--- config.mk ---
export PLATFORM = sky130hd
export DESIGN_NAME = evt_capture_flat
export DESIGN_NICKNAME = d
export VERILOG_FILES = /design/src/rtl/evt_capture_pkg.sv /design/src/rtl/evt_capture_if.sv /design/src/rtl/evt_capture_ch.sv /design/src/rtl/evt_capture.sv /design/src/flat_wrapper.sv
export SDC_FILE = /design/constraint.sdc
export NUM_CORES = 1
export LEC_CHECK = 0
export CAP_MARGIN = 40
export CORE_UTILIZATION = 40
export CTS_CLUSTER_SIZE = 10
export DETAILED_ROUTE_END_ITERATION = 7
export PLACE_DENSITY = 0.67
export SETUP_SLACK_MARGIN = 0.1
export SLEW_MARGIN = 0
export SYNTH_ARGS = -nofsm -noshare
export SYNTH_HDL_FRONTEND = slang
export SYNTH_SLANG_ARGS = --single-unit
--- constraint.sdc ---
create_clock -name clk -period 3.2 [get_ports clk]
set_clock_uncertainty 0.15 [all_clocks]
set_input_delay 0.64 -clock clk [delete_from_list [all_inputs] [get_ports clk]]
set_output_delay 0.64 -clock clk [all_outputs]
set_load 0.02 [all_outputs]
--- src/rtl/evt_capture_pkg.sv ---
// evt_capture_pkg: edge mode encodings and edge selection helper shared by the event capture block
package evt_capture_pkg;
  localparam int MODE_W = 2;
  typedef enum logic [MODE_W-1:0] {EM_OFF = 2'd0, EM_POS = 2'd1, EM_NEG = 2'd2, EM_ANY = 2'd3} edge_mode_e;
  function automatic logic edge_sel(edge_mode_e m, logic r, logic f);
    return (m == EM_POS) ? r : (m == EM_NEG) ? f : (m == EM_ANY) ? (r | f) : 1'b0;
  endfunction
endpackage

--- src/rtl/evt_capture_if.sv ---
// evt_capture_if: control inputs and count/flag outputs of the event capture block
interface evt_capture_if
  import evt_capture_pkg::*;
#(
  parameter int NUM_CH    = 4,
  parameter int CNT_W     = 16,
  parameter int HOLDOFF_W = 8
);
  logic [NUM_CH-1:0]        sig_i;
  logic [NUM_CH-1:0]        qual_i;
  logic [MODE_W*NUM_CH-1:0] mode_i;
  logic [HOLDOFF_W-1:0]     holdoff_i;
  logic [CNT_W-1:0]         thresh_i;
  logic [NUM_CH-1:0]        clr_i;
  logic [NUM_CH*CNT_W-1:0]  count_o;
  logic [NUM_CH-1:0]        hit_o;
  logic [NUM_CH-1:0]        sat_o;
  modport master (output sig_i, qual_i, mode_i, holdoff_i, thresh_i, clr_i, input count_o, hit_o, sat_o);
  modport slave (input sig_i, qual_i, mode_i, holdoff_i, thresh_i, clr_i, output count_o, hit_o, sat_o);
endinterface

--- src/rtl/evt_capture_ch.sv ---
// evt_capture_ch: one channel of edge detection, holdoff blanking, saturating count, hit and sat flags
module evt_capture_ch
  import evt_capture_pkg::*;
#(
  parameter int CNT_W     = 16,
  parameter int HOLDOFF_W = 8
) (
  input  logic                 clk,
  input  logic                 rst_n,
  input  logic                 sig_i,
  input  logic                 qual_i,
  input  edge_mode_e           mode_i,
  input  logic [HOLDOFF_W-1:0] holdoff_i,
  input  logic [CNT_W-1:0]     thresh_i,
  input  logic                 clr_i,
  output logic [CNT_W-1:0]     count_o,
  output logic                 hit_o,
  output logic                 sat_o
);
  logic                 sig_q, hit_q, hit_d, sat_q, sat_d, ev, inc;
  logic [HOLDOFF_W-1:0] ho_q, ho_d;
  logic [CNT_W-1:0]     cnt_q, cnt_d, cnt_inc;
  // A saturated event still restarts holdoff but no longer increments or hits
  always_comb begin
    ev      = edge_sel(mode_i, sig_i & ~sig_q, ~sig_i & sig_q) & qual_i & (ho_q == '0);
    inc     = ev & ~&cnt_q;
    cnt_inc = cnt_q + 1'b1;
    cnt_d   = clr_i ? '0 : inc ? cnt_inc : cnt_q;
    ho_d    = clr_i ? '0 : ev ? holdoff_i : (ho_q != '0) ? ho_q - 1'b1 : ho_q;
    hit_d   = ~clr_i & inc & (cnt_inc == thresh_i) & (thresh_i != '0);
    sat_d   = ~clr_i & (sat_q | (inc & &cnt_inc));
  end
  always_ff @(posedge clk or negedge rst_n) begin
    if (!rst_n) begin
      sig_q <= 1'b0;
      ho_q  <= '0;
      cnt_q <= '0;
      hit_q <= 1'b0;
      sat_q <= 1'b0;
    end else begin
      sig_q <= sig_i;
      ho_q  <= ho_d;
      cnt_q <= cnt_d;
      hit_q <= hit_d;
      sat_q <= sat_d;
    end
  end
  assign count_o = cnt_q;
  assign hit_o   = hit_q;
  assign sat_o   = sat_q;
endmodule

--- src/rtl/evt_capture.sv ---
// evt_capture: NUM_CH independent edge event counters with shared holdoff and hit threshold
module evt_capture
  import evt_capture_pkg::*;
#(
  parameter int NUM_CH    = 4,
  parameter int CNT_W     = 16,
  parameter int HOLDOFF_W = 8
) (
  input logic          clk,
  input logic          rst_n,
  evt_capture_if.slave bus
);
  for (genvar n = 0; n < NUM_CH; n++) begin : g_ch
    evt_capture_ch #(.CNT_W(CNT_W), .HOLDOFF_W(HOLDOFF_W)) u_ch (
      .clk      (clk),
      .rst_n    (rst_n),
      .sig_i    (bus.sig_i[n]),
      .qual_i   (bus.qual_i[n]),
      .mode_i   (edge_mode_e'(bus.mode_i[MODE_W*n +: MODE_W])),
      .holdoff_i(bus.holdoff_i),
      .thresh_i (bus.thresh_i),
      .clr_i    (bus.clr_i[n]),
      .count_o  (bus.count_o[n*CNT_W +: CNT_W]),
      .hit_o    (bus.hit_o[n]),
      .sat_o    (bus.sat_o[n])
    );
  end
endmodule

--- src/flat_wrapper.sv ---
// flat-port wrapper written by rule: the top's interface ports become plain ports
module evt_capture_flat import evt_capture_pkg::*;
#(
  parameter int NUM_CH    = 4,
  parameter int CNT_W     = 16,
  parameter int HOLDOFF_W = 8
)
  (clk, rst_n, bus_sig_i, bus_qual_i, bus_mode_i, bus_holdoff_i, bus_thresh_i, bus_clr_i, bus_count_o, bus_hit_o, bus_sat_o);
  evt_capture_if #(.NUM_CH(NUM_CH), .CNT_W(CNT_W), .HOLDOFF_W(HOLDOFF_W)) bus_i ();
  input logic clk;
  input logic rst_n;
  input wire logic [$bits(bus_i.sig_i)-1:0] bus_sig_i;
  input wire logic [$bits(bus_i.qual_i)-1:0] bus_qual_i;
  input wire logic [$bits(bus_i.mode_i)-1:0] bus_mode_i;
  input wire logic [$bits(bus_i.holdoff_i)-1:0] bus_holdoff_i;
  input wire logic [$bits(bus_i.thresh_i)-1:0] bus_thresh_i;
  input wire logic [$bits(bus_i.clr_i)-1:0] bus_clr_i;
  output wire logic [$bits(bus_i.count_o)-1:0] bus_count_o;
  output wire logic [$bits(bus_i.hit_o)-1:0] bus_hit_o;
  output wire logic [$bits(bus_i.sat_o)-1:0] bus_sat_o;
  assign bus_i.sig_i = bus_sig_i;
  assign bus_i.qual_i = bus_qual_i;
  assign bus_i.mode_i = bus_mode_i;
  assign bus_i.holdoff_i = bus_holdoff_i;
  assign bus_i.thresh_i = bus_thresh_i;
  assign bus_i.clr_i = bus_clr_i;
  assign bus_count_o = bus_i.count_o;
  assign bus_hit_o = bus_i.hit_o;
  assign bus_sat_o = bus_i.sat_o;
  evt_capture #(.NUM_CH(NUM_CH), .CNT_W(CNT_W), .HOLDOFF_W(HOLDOFF_W)) u_core (.clk(clk), .rst_n(rst_n), .bus(bus_i));
endmodule
* Yosys cells after proc, flatten, opt, wreduce, memory -nomap -nowiden
Index checks and enable logic that the tools add are counted.
Storage, ports and cells: word-level logic and storage cells 165, output and inout port bits 72, flip-flop bits (word level) 108, input port bits 46
Operators by class: multiplexer cells 32, equal/unequal tests 16, add/subtract/negate cells 8, bitwise operators 60, reductions and logical operators 29
Operator list (number):
- 2-to-1 mux 16 bit | 8
- AND reduction 16 bit | 8
- 2-to-1 mux 8 bit | 12
- adder 16 x 1 -> 16 bit (second input constant) | 4
- == test 16 bit | 4
- bitwise AND 1 bit | 40
- logical NOT 8 bit | 4
- nonzero test 8 bit | 4
- subtractor 8 x 1 -> 8 bit (second input constant) | 4
- == test 2 bit (second input constant) | 8
- nonzero test 16 bit | 1
- 2-to-1 mux 1 bit | 12
- NOT 1 bit | 12
- nonzero test 3 bit | 4
- == test 2 x 1 -> 1 bit (second input constant) | 4
- bitwise OR 1 bit | 8
- nonzero test 2 bit | 4
- logical NOT 1 bit | 4

* Depth between registers and ports, before layout
Gate-level depths: netlist of the first run.
depth after elaboration 12, gate-level depth with buffers 9, depth with buffers taken out 8

* By module
A second synthesis of the first run with hierarchy kept.
Second synthesis, totals: cells, all modules 999, area total of the unflattened synthesis 8583.2 sq um
By module, submodules not included:
- evt_capture_ch at u_core.g_ch[1].u_ch ... | times used 3, area an instance 2124.5 sq um, cells each 247, seq. area each 675.6 sq um
- evt_capture_ch at u_core.g_ch[0].u_ch | times used 1, area an instance 2209.6 sq um, cells each 258, seq. area each 675.6 sq um

* Least setup slack after synthesis of the first run
Ideal clock, no wire load.
kind reg2reg, start point reg u_core.g_ch[2].u_ch.cnt_q[0], end point reg u_core.g_ch[2].u_ch.cnt_q[13], cell stages (with the launch flop) 10, period minus slack after synthesis 2.792 ns, data arrival time 2.511 ns, slack 0.408 ns, path through dfrtp_1 -> ha_1 -> clkbuf_1 -> nand2_1 -> or4_1 -> o2111ai_1 -> buf_2 -> nor4_1 -> xnor2_1 -> nor2_1
On the way: word-level cells in the longest chain between the ends 4, elaborated cells on any way between the ends 7
RTL lines:
- start, declared | line evt_capture_ch.sv:22 | logic [CNT_W-1:0] cnt_q, cnt_d, cnt_inc;
- start signal, assigned | line evt_capture_ch.sv:43 | cnt_q <= cnt_d;
- parallel branches: the longest is 4 deep, another holds adder 16 x 1 -> 16 bit
Parallel ways; which one is timed is not known. The select of a mux whose other input is x is not followed. A chain may end at the register's enable or synchronous reset.

* Final worst setup path of the first run
start point reg u_core.g_ch[1].u_ch.cnt_q[0], end point reg u_core.g_ch[1].u_ch.hit_q
On the way: word-level cells in the longest chain between the ends 6, elaborated cells on any way between the ends 8
RTL lines:
- start, declared | line evt_capture_ch.sv:22
- start signal, assigned | line evt_capture_ch.sv:43
- parallel branches: the longest is 4 deep, another holds adder 16 x 1 -> 16 bit
- bitwise AND 1 bit (*) (2 in series) | line evt_capture_ch.sv:30 | hit_d = ~clr_i & inc & (cnt_inc == thresh_i) & (thresh_i != '0);
- named net u_core.g_ch[1].u_ch.hit_d | line evt_capture_ch.sv:20 | logic sig_q, hit_q, hit_d, sat_q, sat_d, ev, inc;
- end signal, assigned | line evt_capture_ch.sv:44 | hit_q <= hit_d;
- end, declared | line evt_capture_ch.sv:20
Mark *: on every way through the listed nets, which the timed path passes.

==> summary by stage, run 1 <==
Outcome
The flow ran to the end, and the final reports show no timing, DRC or antenna violations.

Logic synthesis
A synthesized cell averages between 8 and 9 sq um. The share of flip-flops with an asynchronous set or reset is between 90% and 100%. The largest family of logic cells by synthesized area is simple AND/OR/NAND/NOR gates. The synthesized netlist devotes 15.1% of its cell area to XOR and XNOR gates. The share of the synthesized area in compound gates (AO/OA/AOI/OAI) is 16.0%. The flop and latch count out of synthesis is ~110.

Synthesis instantiated 69 different standard cells from the library. The synthesized-area fraction occupied by adder cells is 3.57%. The register area share after synthesis is 31.1%. Counting every net in the synthesized netlist gives around 1,100. Summing every instance area after synthesis gives 0.00868 sq mm.

The post-synthesis cell count is 1,068. The basic-gate share of the synthesized area counting and, or, nand and nor cells is 27.2%. In this run, synthesis inferred 0 flip-flops with an integrated enable. After synthesis, the share of cell area in mux cells is less than 1%. The total number of yosys warnings is 0.

In the synthesized netlist the dominant register cell turns out to be sky130_fd_sc_hd__dfrtp_1.

Placed design
The pre-CTS worst setup slack is 0.000887 ns. The number of placed instances, taps included is 1,432. After legalization and detailed placement, the total HPWL measured between 20,000 and 25,000 microns. During placement, the flow inserted port buffers numbering around 120. The placer congestion estimate is around 0.93. Summing all placed instances gives a cell area of approximately 0.01 sq mm.

STA
The worst setup margin is between 0.3 and 0.4 ns. At the pin with the least slew margin, the transition time is around 0.85 ns. The final critical-path required period is 2.87 ns. The count of final max-slew check failures is 0. The number of endpoints with negative hold slack in the final report is 0. The tightest hold margin is ~0.13 ns.

Setup repair after global routing left no endpoint under its margin. The highest attainable clock frequency is 348 MHz. The worst relative slew slack is a little over two fifths. The share of the clock period used by the worst path after layout is between 80% and 90%.

Setup violations remaining at the end of the flow were counted as 0. For the final routed database, the setup TNS stands at 0 ns.

Clocking
The library cell used as clock root buffer is sky130_fd_sc_hd__clkbuf_16. The number of buffers added by the clock tree synthesis step is 9. After clock tree synthesis, the setup repair step added 0 buffers. The H-tree generated during clock tree synthesis spans 3 levels.

TritonCTS built the clock tree. Hold repair after CTS inserted 0 buffers. Gates resized during post-CTS repair numbered 0.

The clock passes through at most 2 buffers. The clock slew at the register clock pins of the worst setup and hold paths is ~0.080 ns. CTS saw ~110 sinks. At the later pin of the worst-skew pair, clock insertion delay measures roughly 0.37 ns.

Critical path
The top fanout value on the critical path is 10. The required time at the endpoint of the critical path is 3.30 ns. The arrival time at the worst endpoint is slightly below 3 ns. The category of the critical setup timing path is register to register. The worst setup path is launched from a register. The nature of the critical path endpoint is a register.

Final layout
The utilization after layout is 50.1%. The final-stage net count is between 1,000 and 1,500. Of the cells placed in the final design, the portion with a size suffix greater than 1 is under 10%. Once layout is complete, the cells apart from fillers number about 1,400. The area added between synthesis and finish is 22.1%. The final design area excluding fillers is 0.0106 sq mm. The antenna diode count is 0.

Hold path
The min-delay analysis places its worst path in the category input pin to asynchronous set/reset pin.

Route
After detailed routing, the number of vias per cell comes to between 5 and 6. Dividing the detail-routed wire length by the instance count gives 19.2 microns. The via total after detailed routing is roughly 8,600.

The number of antenna-violating nets in the routed design is 0. The number of iterations in the first detailed-routing pass is 7. The detailed router finished its first iteration with 740 violations.

The total DRC errors in the routed layout is 0. The routed wire length is between 20,000 and 30,000 microns.

Global route
After global routing the overflow that remains totals 0. The first-pass GRT wire length is between 40,000 and 50,000 microns. The number of global-route vias before repair was 7,901. Entering global routing, the biggest net connects 47 pins.

The overall fraction of global-route tracks in use is between 20% and 30%. The initial antenna violation count is 0.

Power and ir drop
The combinational fraction of design power is roughly a third. The largest voltage drop on the vdd net is between 0.2 and 0.25 mV. The leakage power is about 4.0 nW. Net switching is a little over a third of the power.

Power spread over the standard cell area amounts to 426 mW/mm^2. The internal power of the cells totals a little under 3 mW. Registers are responsible for 38.8% of the overall power. The clock network fraction of total power is 26.8%. The sum of internal, switching and leakage power is 4.52 mW. The net switching power is 1.61 mW.

Floorplan
The number of standard-cell rows in the floorplan is 53. The die outline height is between 100 and 150 microns. Pin placement for this block handled around 120 I/O pins. The core region area is about 0.021 sq mm.

The starting utilization of the core area is between 40% and 50%. The die width is about 150 microns. The die covers around 0.022 sq mm.

Flow run
The max-cap violation count is 0.
==> logic make-up (layout without fill, tap and decap cells) <==
| logic type | Yosys count | in the layout |
|---|---|---|
| flip-flops | 108 | 108 |
| AND/OR/NAND/NOR | 450 | 450 |
| adder cells (fa/ha/maj) | 25 | 25 |
| AO/OA/AOI/OAI | 201 | 201 |
| multiplexers | 6 | 6 |
| XOR/XNOR | 148 | 148 |
| buffers and inverters | 130 | 235 |
==> synth_stat cells, types with 3 or more instances <==
master / instances / area share [%]
sky130_fd_sc_hd__o21ai_0: 39 / 2.2
sky130_fd_sc_hd__a41o_1: 3 / 0.35
sky130_fd_sc_hd__buf_4: 8 / 0.69
sky130_fd_sc_hd__and4_1: 9 / 0.91
sky130_fd_sc_hd__or4_1: 7 / 0.61
sky130_fd_sc_hd__a311oi_1: 7 / 0.71
sky130_fd_sc_hd__or3_1: 24 / 1.7
sky130_fd_sc_hd__nand4_1: 37 / 2.7
sky130_fd_sc_hd__nor2b_1: 7 / 0.50
sky130_fd_sc_hd__a211oi_1: 44 / 3.8
sky130_fd_sc_hd__nand2_1: 83 / 3.6
sky130_fd_sc_hd__nor3b_1: 7 / 0.61
sky130_fd_sc_hd__nor4_1: 36 / 2.6
sky130_fd_sc_hd__ha_1: 24 / 3.5
sky130_fd_sc_hd__nor4b_1: 6 / 0.61
sky130_fd_sc_hd__o211ai_1: 4 / 0.35
sky130_fd_sc_hd__xor2_1: 54 / 5.4
sky130_fd_sc_hd__nand2b_1: 7 / 0.50
sky130_fd_sc_hd__mux2i_1: 4 / 0.46
sky130_fd_sc_hd__a21oi_1: 38 / 2.2
sky130_fd_sc_hd__nor2_1: 113 / 4.9
sky130_fd_sc_hd__nand3_1: 39 / 2.2
sky130_fd_sc_hd__o22ai_1: 6 / 0.43
sky130_fd_sc_hd__xnor2_1: 93 / 9.4
sky130_fd_sc_hd__nor3_1: 29 / 1.7
sky130_fd_sc_hd__dfrtp_1: 108 / 31
sky130_fd_sc_hd__or2_2: 4 / 0.29
sky130_fd_sc_hd__and4b_1: 4 / 0.46
sky130_fd_sc_hd__inv_1: 39 / 1.7
sky130_fd_sc_hd__a41oi_1: 5 / 0.50
sky130_fd_sc_hd__and3_1: 18 / 1.3
sky130_fd_sc_hd__a31oi_1: 12 / 0.86
sky130_fd_sc_hd__a21o_1: 7 / 0.61
sky130_fd_sc_hd__nand4b_1: 4 / 0.40
sky130_fd_sc_hd__buf_2: 21 / 1.2
sky130_fd_sc_hd__o31ai_1: 6 / 0.52
sky130_fd_sc_hd__and2_1: 7 / 0.50
sky130_fd_sc_hd__a311o_1: 3 / 0.35
sky130_fd_sc_hd__clkbuf_1: 60 / 2.6
sky130_fd_sc_hd__o2111ai_1: 5 / 0.50
==> power groups by stage <==
stage | clock network [mW] | registers (mW) | logic, mW
2_1_floorplan | 0 | 1.74 | 1.14
3_5_place_dp | 0 | 1.77 | 1.55
5_1_grt | 1.27 | 1.78 | 1.72
3_3_place_gp | 0 | 1.77 | 1.52
6_report | 1.21 | 1.75 | 1.56
4_1_cts | 1.24 | 1.75 | 1.56
==> layout by cell type (no fill, tap or decap), types with 9 or more instances in the layout <==
master	count
sky130_fd_sc_hd__nand4_1	37
sky130_fd_sc_hd__a31oi_1	12
sky130_fd_sc_hd__nor3_1	29
sky130_fd_sc_hd__a211oi_1	44
sky130_fd_sc_hd__nor4_1	36
sky130_fd_sc_hd__xor2_1	54
sky130_fd_sc_hd__and4_1	9
sky130_fd_sc_hd__a21oi_1	38
sky130_fd_sc_hd__o21ai_0	39
sky130_fd_sc_hd__dfrtp_1	108
sky130_fd_sc_hd__clkbuf_16	9
sky130_fd_sc_hd__and3_1	18
sky130_fd_sc_hd__nand3_1	39
sky130_fd_sc_hd__or3_1	24
sky130_fd_sc_hd__nand2_1	83
sky130_fd_sc_hd__buf_4	62
sky130_fd_sc_hd__inv_1	39
sky130_fd_sc_hd__ha_1	24
sky130_fd_sc_hd__clkdlybuf4s50_1	116
sky130_fd_sc_hd__nor2_1	113
sky130_fd_sc_hd__xnor2_1	93
==> final cells by class <==
type / count / area (sq um)
clock inverter: 6 / 68.8
clock buffer: 10 / 239
timing repair buffer: 180 / 1670
fill: 2027 / 10600
sequential: 108 / 2700
tap: 275 / 344
inverter: 39 / 146
multi-input combinational: 830 / 5440
==> metal layers <==
metal	track usage (%)	part of all wire [%]	vias to the layer above
met5	0	0	-
met4	8.37	2.7	0
met3	3.76	6.5	55
met2	39.8	46	371
met1	35.3	45	4181
li1	-	-	4033
==> sequential cells by signal, indices dropped and copies added (netlist names) <==
name                      count
u_core.g_ch.u_ch.hit_o        4
u_core.g_ch.u_ch.sat_o        4
u_core.g_ch.u_ch.count_o     64
u_core.g_ch.u_ch.ho_q        32
u_core.g_ch.u_ch.sig_q        4
==> worst paths after layout <==
check	start	end	slack (ns)	cells after the start
worst max-delay path	u_core.g_ch[1].u_ch.count_o[0]	u_core.g_ch[1].u_ch.hit_o	0.33	7
min in group clk	u_core.g_ch[0].u_ch.ho_q[0]	u_core.g_ch[0].u_ch.ho_q[0]	0.38	1
max in group asynchronous	rst_n	u_core.g_ch[1].u_ch.count_o[14]	2.01	2
worst min register to register	u_core.g_ch[0].u_ch.ho_q[0]	u_core.g_ch[0].u_ch.ho_q[0]	0.38	1
worst min-delay path	rst_n	u_core.g_ch[1].u_ch.sig_q	0.13	1
worst max register to register	u_core.g_ch[1].u_ch.count_o[0]	u_core.g_ch[1].u_ch.hit_o	0.33	7
==> critical path: stages, from the launching register on <==
cell and delay [ns]:
sky130_fd_sc_hd__dfrtp_1 0.56, sky130_fd_sc_hd__ha_1 0.36, sky130_fd_sc_hd__nand4_1 0.26, sky130_fd_sc_hd__or2_2 0.45, sky130_fd_sc_hd__or3_1 0.38, sky130_fd_sc_hd__a21oi_1 0.15, sky130_fd_sc_hd__o22ai_1 0.11, sky130_fd_sc_hd__nor4_1 0.33
Note: power is estimated with default switching activity, not from simulation.
==> run 2: changes to the inputs <==
Settings changed: CELL_PAD_IN_SITES_DETAIL_PLACEMENT set to 0, CELL_PAD_IN_SITES_GLOBAL_PLACEMENT set to 2, CORE_UTILIZATION 40 to 33, PLACE_DENSITY 0.67 to 0.87.
==> summary by stage, run 2 (synthesized netlist as in run 1, its figures left out) <==
STA
The share of the clock period used by the worst path after layout is 90.1% (was 89.7%). The count of final setup violators was 0 (unchanged). The tightest hold margin is 0.0166 ns (was 0.128 ns). The slew at the pin with the worst max-slew slack is 0.861 ns (was 0.854 ns). The highest attainable clock frequency is 347 MHz (was 348 MHz). The count of final max-slew check failures was 0 (unchanged). The worst relative slew slack was 42.3% (was 42.6%). The worst setup margin is 0.318 ns (was 0.330 ns). The final critical-path required period was 2.88 ns (was 2.87 ns). The number of endpoints with negative hold slack in the final report is 0 (unchanged).

Setup repair after global routing missed its margin: no (unchanged).

Power and ir drop
The largest voltage drop on the vdd net is 0.248 mV (was 0.232 mV). The leakage power is 4.05 nW (was 4.01 nW). The total power per unit cell area is 421 mW/mm^2 (was 426 mW/mm^2).

Global route
The met2 layer usage reported by global route was 35.1% (was 39.8%). The first-pass GRT wire length was 46,600 microns (was 43,800 microns). The number of global-route vias before repair came to 8,136 (was 7,901). The total congestion overflow came to 0 (unchanged). The highest-utilization routing layer at the global route stage is met2 (unchanged).

The pin count of the biggest net entering global routing is 44 (was 47). The overall fraction of global-route tracks in use is 22.4% (was 25.3%). The initial antenna violation count was 0 (unchanged). The met1 capacity usage during global routing was 31.9% (was 35.3%).

The met3 global-route usage was 3.23% (was 3.76%).

Flow run
The max-cap violation count is 0 (unchanged).

Critical path
The source of the worst register-to-register timing path is u_core.g_ch[2].u_ch.count_o[1] (was u_core.g_ch[1].u_ch.count_o[0]). The startpoint kind of the worst setup timing path was a register (unchanged). The arrival time at the worst endpoint is 2.99 ns (was 2.97 ns). The nature of the critical path endpoint is a register (unchanged). The category of the critical setup timing path is register to register (unchanged). Series of cell instances along the critical path: ha_1 > nand2_1 > or4_1 > o2111a_1 > nand2_1 > xor2_1 > nor2_1 (was ha_1 > nand4_1 > or2_2 > or3_1 > a21oi_1 > o22ai_1 > nor4_1). The most frequent cell on the critical path is sky130_fd_sc_hd__nand2_1. The cell with the biggest individual delay on the critical path is sky130_fd_sc_hd__or4_1 (was sky130_fd_sc_hd__dfrtp_1). The top fanout value on the critical path came to 9 (was 10). The required time at the endpoint of the critical path was 3.31 ns (was 3.30 ns). The startpoint of the most critical setup path was u_core.g_ch[2].u_ch.count_o[1] (was u_core.g_ch[1].u_ch.count_o[0]). The worst stage delay on the critical path was 0.70 ns (was 0.56 ns).

Floorplan
The die outline height is 164 microns (was 149 microns). The starting utilization of the core area came to 33.5% (was 41.0%). The number of ports placed on the die boundary was 118 (unchanged). The core region area is 0.0259 sq mm (was 0.0212 sq mm). The number of standard-cell rows in the floorplan is 59 (was 53). The die outline area is 0.0270 sq mm (was 0.0223 sq mm).

The die width is 164 microns (was 149 microns).

Route
The number of iterations in the first detailed-routing pass was 6 (was 7). The detail-routed net length per standard cell was 19.4 microns (was 19.2 microns). The number of antenna-violating nets in the routed design was 0 (unchanged).

The routed wire length is 29,500 microns (was 27,900 microns). The total DRC errors in the routed layout is 0 (unchanged). The via count normalized by instance count is 5.58 (was 5.97). The via total after detailed routing came to 8,454 (was 8,640). The violation count after the first detailed-route iteration is 675 (was 740).

Clocking
The buffer depth of the longest clock path came to 2 (unchanged). The depth of the CTS H-tree is 3 (unchanged). The clock insertion delay at the later pin of the skew report came to 0.36 ns (was 0.37 ns).

The number of sinks on the clock net is 108 (unchanged). The number of buffers inserted by post-CTS setup repair was 0 (unchanged). The number of gates given a new drive strength after cts is 0 (unchanged). The library cell used as clock root buffer is sky130_fd_sc_hd__clkbuf_16 (unchanged).

The CTS tree is yes (unchanged). The number of hold-repair buffers added at the cts stage is 0 (unchanged). The number of buffers added by the clock tree synthesis step is 9 (unchanged). The clock slew at the register clock pins of the worst setup and hold paths was 0.09 ns (was 0.08 ns).

Final layout
The share of layout cells above drive strength 1 was 8.47% (was 7.84%). Highest-count cells in the layout ignoring fill and taps: sky130_fd_sc_hd__clkdlybuf4s50_1, sky130_fd_sc_hd__nor2_1, sky130_fd_sc_hd__dfrtp_1 (unchanged). The final design area excluding fillers came to 0.0108 sq mm (was 0.0106 sq mm). The antenna diode count was 0 (unchanged). The number of flip-flops in the largest register came to 64 (unchanged). The most common cell after layout, fill and taps aside was sky130_fd_sc_hd__clkdlybuf4s50_1 (unchanged). The final-stage net count was 1,246 (was 1,238). The filler-free cell count of the finished design was 1,516 (was 1,448). The utilization after layout was 41.5% (was 50.1%). The area added between synthesis and finish is 23.9% (was 22.1%).

Placed design
The placer congestion estimate came to 0.870 (was 0.931). The number of placed instances, taps included is 1,500 (was 1,432). The pre-CTS worst setup slack was -0.0186 ns (was 0.000887 ns). The total cell area at the placement stage is 0.0105 sq mm (was 0.0103 sq mm).

The number of input and output port buffers inserted is 117 (unchanged). The half-perimeter wire length after placement is 22,000 microns (was 20,600 microns).

Hold path
The path class of the lowest-slack min-delay path is input pin to asynchronous set/reset pin (unchanged).

Outcome
Run status: completed (unchanged).
run 2: cell count changes in the layout (fill, tap and decap cells not counted):
cell                         delta
sky130_fd_sc_hd__buf_4          +6
sky130_fd_sc_hd__inv_6          -1
sky130_fd_sc_hd__clkinvlp_4     +2
sky130_fd_sc_hd__clkbuf_8       -1
sky130_fd_sc_hd__buf_12         +2
run 2: layer usage:
layer | wire length, microns | vias to the layer above
met4 | 665 | 0
met2 | 13200 | 286
met1 | 14000 | 4072
met3 | 1530 | 48
li1 | - | 4048
met5 | 0 | -
run 2: cell type report:
| cell class | count | area (sq um) |
|---|---|---|
| Fill cell | 2571 | 15200 |
| Multi-Input combinational cell | 830 | 5440 |
| Sequential cell | 108 | 2700 |
| Timing Repair Buffer | 188 | 1750 |
| Tap cell | 335 | 419 |
| Clock buffer | 9 | 225 |
| Inverter | 39 | 146 |
| Clock inverter | 7 | 75.1 |
run 2: path summary, 6_finish.rpt:
check                                                  end  cells past startpoint  slack, ns
max                         u_core.g_ch[2].u_ch.count_o[8]                      7       0.32
min                         u_core.g_ch[1].u_ch.count_o[5]                      1       0.02
max reg2reg                 u_core.g_ch[2].u_ch.count_o[8]                      7       0.32
min reg2reg                      u_core.g_ch[0].u_ch.sat_o                      2       0.37
max in group asynchronous  u_core.g_ch[2].u_ch.count_o[10]                      2       2.24
min in group clk                 u_core.g_ch[0].u_ch.sat_o                      2       0.37
run 2: worst max-delay path, delay by kind of cell (launching register included):
kind	cells	cell delay, ns
AO/OA/AOI/OAI	1	0.48
XOR/XNOR	1	0.17
adder cells (fa/ha/maj)	1	0.37
flip-flops	1	0.46
AND/OR/NAND/NOR	4	1.14
run 2: through the flow:
stage | power (mW) | TNS (ns)
after global routing | 4.83 | 0
after CTS | 4.56 | 0
final | 4.53 | 0
after floorplan | 2.88 | 0
after detailed placement | 3.34 | -0.0186
after global placement | 3.32 | 0
run 2: report_power, final:
part,internal [mW],switching [mW]
Sequential,1.55,0.200
Clock,0.612,0.591
Combinational,0.733,0.843
Total,2.90,1.63
==> run 3: changes to the inputs <==
Settings changed: CORE_UTILIZATION 33 to 34, CTS_BUF_LIST set to sky130_fd_sc_hd__clkbuf_2 sky130_fd_sc_hd__clkbuf_4 sky130_fd_sc_hd__clkbuf_8, PLACE_DENSITY 0.87 to 0.89.
==> summary by stage, run 3 (synthesized netlist as in run 1, its figures left out) <==
STA
The worst relative slew slack is 47.7% (was 42.3%). The share of the clock period used by the worst path after layout was 92.4% (was 90.1%). The tightest hold margin is 0.124 ns (was 0.0166 ns). The slew at the pin with the worst max-slew slack is 0.785 ns (was 0.861 ns). The highest attainable clock frequency was 338 MHz (was 347 MHz).

The count of final setup violators is 0 (unchanged). The count of final max-slew check failures is 0 (unchanged). Setup repair after global routing missed its margin: no (unchanged). The final critical-path required period is 2.96 ns (was 2.88 ns). The number of endpoints with negative hold slack in the final report was 0 (unchanged).

Route
The total DRC errors in the routed layout is 0 (unchanged). The number of iterations in the first detailed-routing pass is 7 (was 6). The via count normalized by instance count is 5.67 (was 5.58). The routed wire length is 29,400 microns (was 29,500 microns). The detail-routed net length per standard cell is 19.4 microns (about the same).

The violation count after the first detailed-route iteration is 783 (was 675). The via total after detailed routing is 8,617 (was 8,454). The number of antenna-violating nets in the routed design is 0 (unchanged).

Power and ir drop
The total power per unit cell area is 410 mW/mm^2 (was 421 mW/mm^2). The largest voltage drop on the vdd net was 0.301 mV (was 0.248 mV). The net switching power is 1.55 mW (was 1.63 mW). The leakage power is 4.07 nW (was 4.05 nW). The combinational fraction of design power is 35.9% (was 34.8%). The clock network fraction of total power came to 24.4% (was 26.6%).

The internal power is 2.85 mW (was 2.90 mW). The portion of total power attributed to sequential cells is 39.7% (was 38.6%). The sum of internal, switching and leakage power is 4.40 mW (was 4.53 mW). The switching share of total power is 35.3% (was 36.1%).

Clocking
The clock insertion delay at the later pin of the skew report is 0.40 ns (was 0.36 ns). The number of buffers inserted by post-CTS setup repair was 0 (unchanged). The buffer depth of the longest clock path was 2 (unchanged). The CTS tree is yes (unchanged).

The number of sinks on the clock net was 108 (unchanged). The library cell used as clock root buffer was sky130_fd_sc_hd__clkbuf_8 (was sky130_fd_sc_hd__clkbuf_16). The number of buffers added by the clock tree synthesis step is 9 (unchanged).

The depth of the CTS H-tree is 3 (unchanged). The clock slew at the register clock pins of the worst setup and hold paths is 0.11 ns (was 0.09 ns).

Final layout
The most common cell after layout, fill and taps aside was sky130_fd_sc_hd__clkdlybuf4s50_1 (unchanged). The area added between synthesis and finish came to 23.6% (was 23.9%). The number of inserted filler cells in the final layout came to 2,572 (was 2,571). The number of flip-flops in the largest register is 64 (unchanged). Highest-count cells in the layout ignoring fill and taps: sky130_fd_sc_hd__clkdlybuf4s50_1, sky130_fd_sc_hd__nor2_1, sky130_fd_sc_hd__dfrtp_1 (unchanged).

The final-stage net count is 1,255 (was 1,246). The antenna diode count is 0 (unchanged). The share of layout cells above drive strength 1 is 9.24% (was 8.47%). The final design area excluding fillers is 0.0107 sq mm (was 0.0108 sq mm).

Floorplan
The die outline area is 0.0262 sq mm (was 0.0270 sq mm). The starting utilization of the core area is 34.6% (was 33.5%). The number of standard-cell rows in the floorplan came to 58 (was 59). The die outline height was 162 microns (was 164 microns). The number of ports placed on the die boundary is 118 (unchanged). The core region area is 0.0251 sq mm (was 0.0259 sq mm). The die width came to 162 microns (was 164 microns).

Critical path
The required time at the endpoint of the critical path is 3.30 ns (was 3.31 ns). The nature of the critical path endpoint was a register (unchanged). The category of the critical setup timing path is input pin to register (was register to register). The arrival time at the worst endpoint is 3.05 ns (was 2.99 ns). The startpoint kind of the worst setup timing path is an input pin (was register). The top fanout value on the critical path is 4 (was 9). The worst setup slack for register-to-register paths is 0.32 ns (about the same).

Global route
The initial antenna violation count is 0 (unchanged). The first-pass GRT wire length is 47,200 microns (was 46,600 microns). The total congestion overflow is 0 (unchanged). The pin count of the biggest net entering global routing is 53 (was 44). The overall fraction of global-route tracks in use came to 23.0% (was 22.4%). The number of global-route vias before repair was 8,278 (was 8,136).

Placed design
The placer congestion estimate is 0.886 (was 0.870). The total cell area at the placement stage is 0.0105 sq mm (about the same). The half-perimeter wire length after placement is 22,300 microns (was 22,000 microns). The number of input and output port buffers inserted is 117 (unchanged).

Hold path
The path class of the lowest-slack min-delay path is input pin to asynchronous set/reset pin (unchanged).

Outcome
Run status: completed (unchanged).

Flow run
The max-cap violation count is 0 (unchanged).
## run 3: changes by cell type in the layout (fill, tap and decap cells not counted), moves of 2 or more
| cell | before | now |
|---|---|---|
| sky130_fd_sc_hd__buf_12 | 4 | 1 |
| sky130_fd_sc_hd__buf_4 | 68 | 80 |
| sky130_fd_sc_hd__bufinv_16 | 1 | 3 |
| sky130_fd_sc_hd__clkbuf_16 | 9 | 0 |
| sky130_fd_sc_hd__clkbuf_8 | 0 | 11 |
| sky130_fd_sc_hd__clkinvlp_4 | 3 | 0 |
## run 3: what timing repair did
item                                    4_1_cts  5_1_grt
endpoints found under the hold margin         0        0
hold buffers                                  0        0
endpoints found under the setup margin        0        1
gates resized for setup                       0        1
## run 3: worst paths after layout
kind	start	to	cells after the start
setup reg to reg	u_core.g_ch[0].u_ch.count_o[0]	u_core.g_ch[0].u_ch.hit_o	7
setup / recovery	bus_sig_i[2]	u_core.g_ch[2].u_ch.hit_o	9
hold reg to reg	u_core.g_ch[0].u_ch.ho_q[0]	u_core.g_ch[0].u_ch.ho_q[0]	1
min in group clk	u_core.g_ch[0].u_ch.ho_q[0]	u_core.g_ch[0].u_ch.ho_q[0]	1
max in group asynchronous	rst_n	u_core.g_ch[0].u_ch.sat_o	2
hold / removal	rst_n	u_core.g_ch[1].u_ch.ho_q[1]	1
## run 3: power groups by stage
stage | Clock [mW] | Sequential, mW | Combinational [mW]
after CTS | 1.11 | 1.74 | 1.59
final | 1.07 | 1.75 | 1.58
after floorplan | 0 | 1.74 | 1.14
after global routing | 1.16 | 1.78 | 1.77
after global placement | 0 | 1.77 | 1.56
after detailed placement | 0 | 1.76 | 1.58
## run 3: critical path: stages
cell and delay [ns]:
sky130_fd_sc_hd__clkdlybuf4s50_1 0.50, sky130_fd_sc_hd__inv_1 0.06, sky130_fd_sc_hd__ha_1 0.28, sky130_fd_sc_hd__nand2_1 0.07
sky130_fd_sc_hd__a32o_1 0.33, sky130_fd_sc_hd__o2111ai_1 0.17, sky130_fd_sc_hd__nor4_1 0.30, sky130_fd_sc_hd__o2111ai_1 0.15
sky130_fd_sc_hd__nor4_1 0.56
## run 3: metrics by stage
stage / instances / util (%) / setup slack (ns) / TNS, ns
finish: 1520 / 42.8 / 0.242 / 0
global route: 1520 / 42.8 / 0.120 / 0
CTS: 1520 / 42.7 / 0.270 / 0
detailed placement: 1504 / 41.7 / -0.145 / -0.428
global placement: 1503 / 41.7 / -0.128 / -0.289
floorplan: 1068 / - / 0.408 / 0
## run 3: cell type report
| class | count | area, sq um | area share (%) |
|---|---|---|---|
| inverter | 39 | 146 | 1.36 |
| multi-input combinational | 830 | 5440 | 50.7 |
| timing repair buffer | 197 | 1780 | 16.6 |
| clock inverter | 4 | 95.1 | 0.886 |
| clock buffer | 12 | 159 | 1.48 |
| tap | 330 | 413 | 3.85 |
| sequential | 108 | 2700 | 25.2 |
## run 3: per-layer routing
metal,up-vias,track usage [%],wire (microns)
li1,4072,-,-
met1,4199,32.3,13700
met2,286,36.5,13500
met3,60,2.96,1480
met4,0,7.12,761
met5,-,0,0
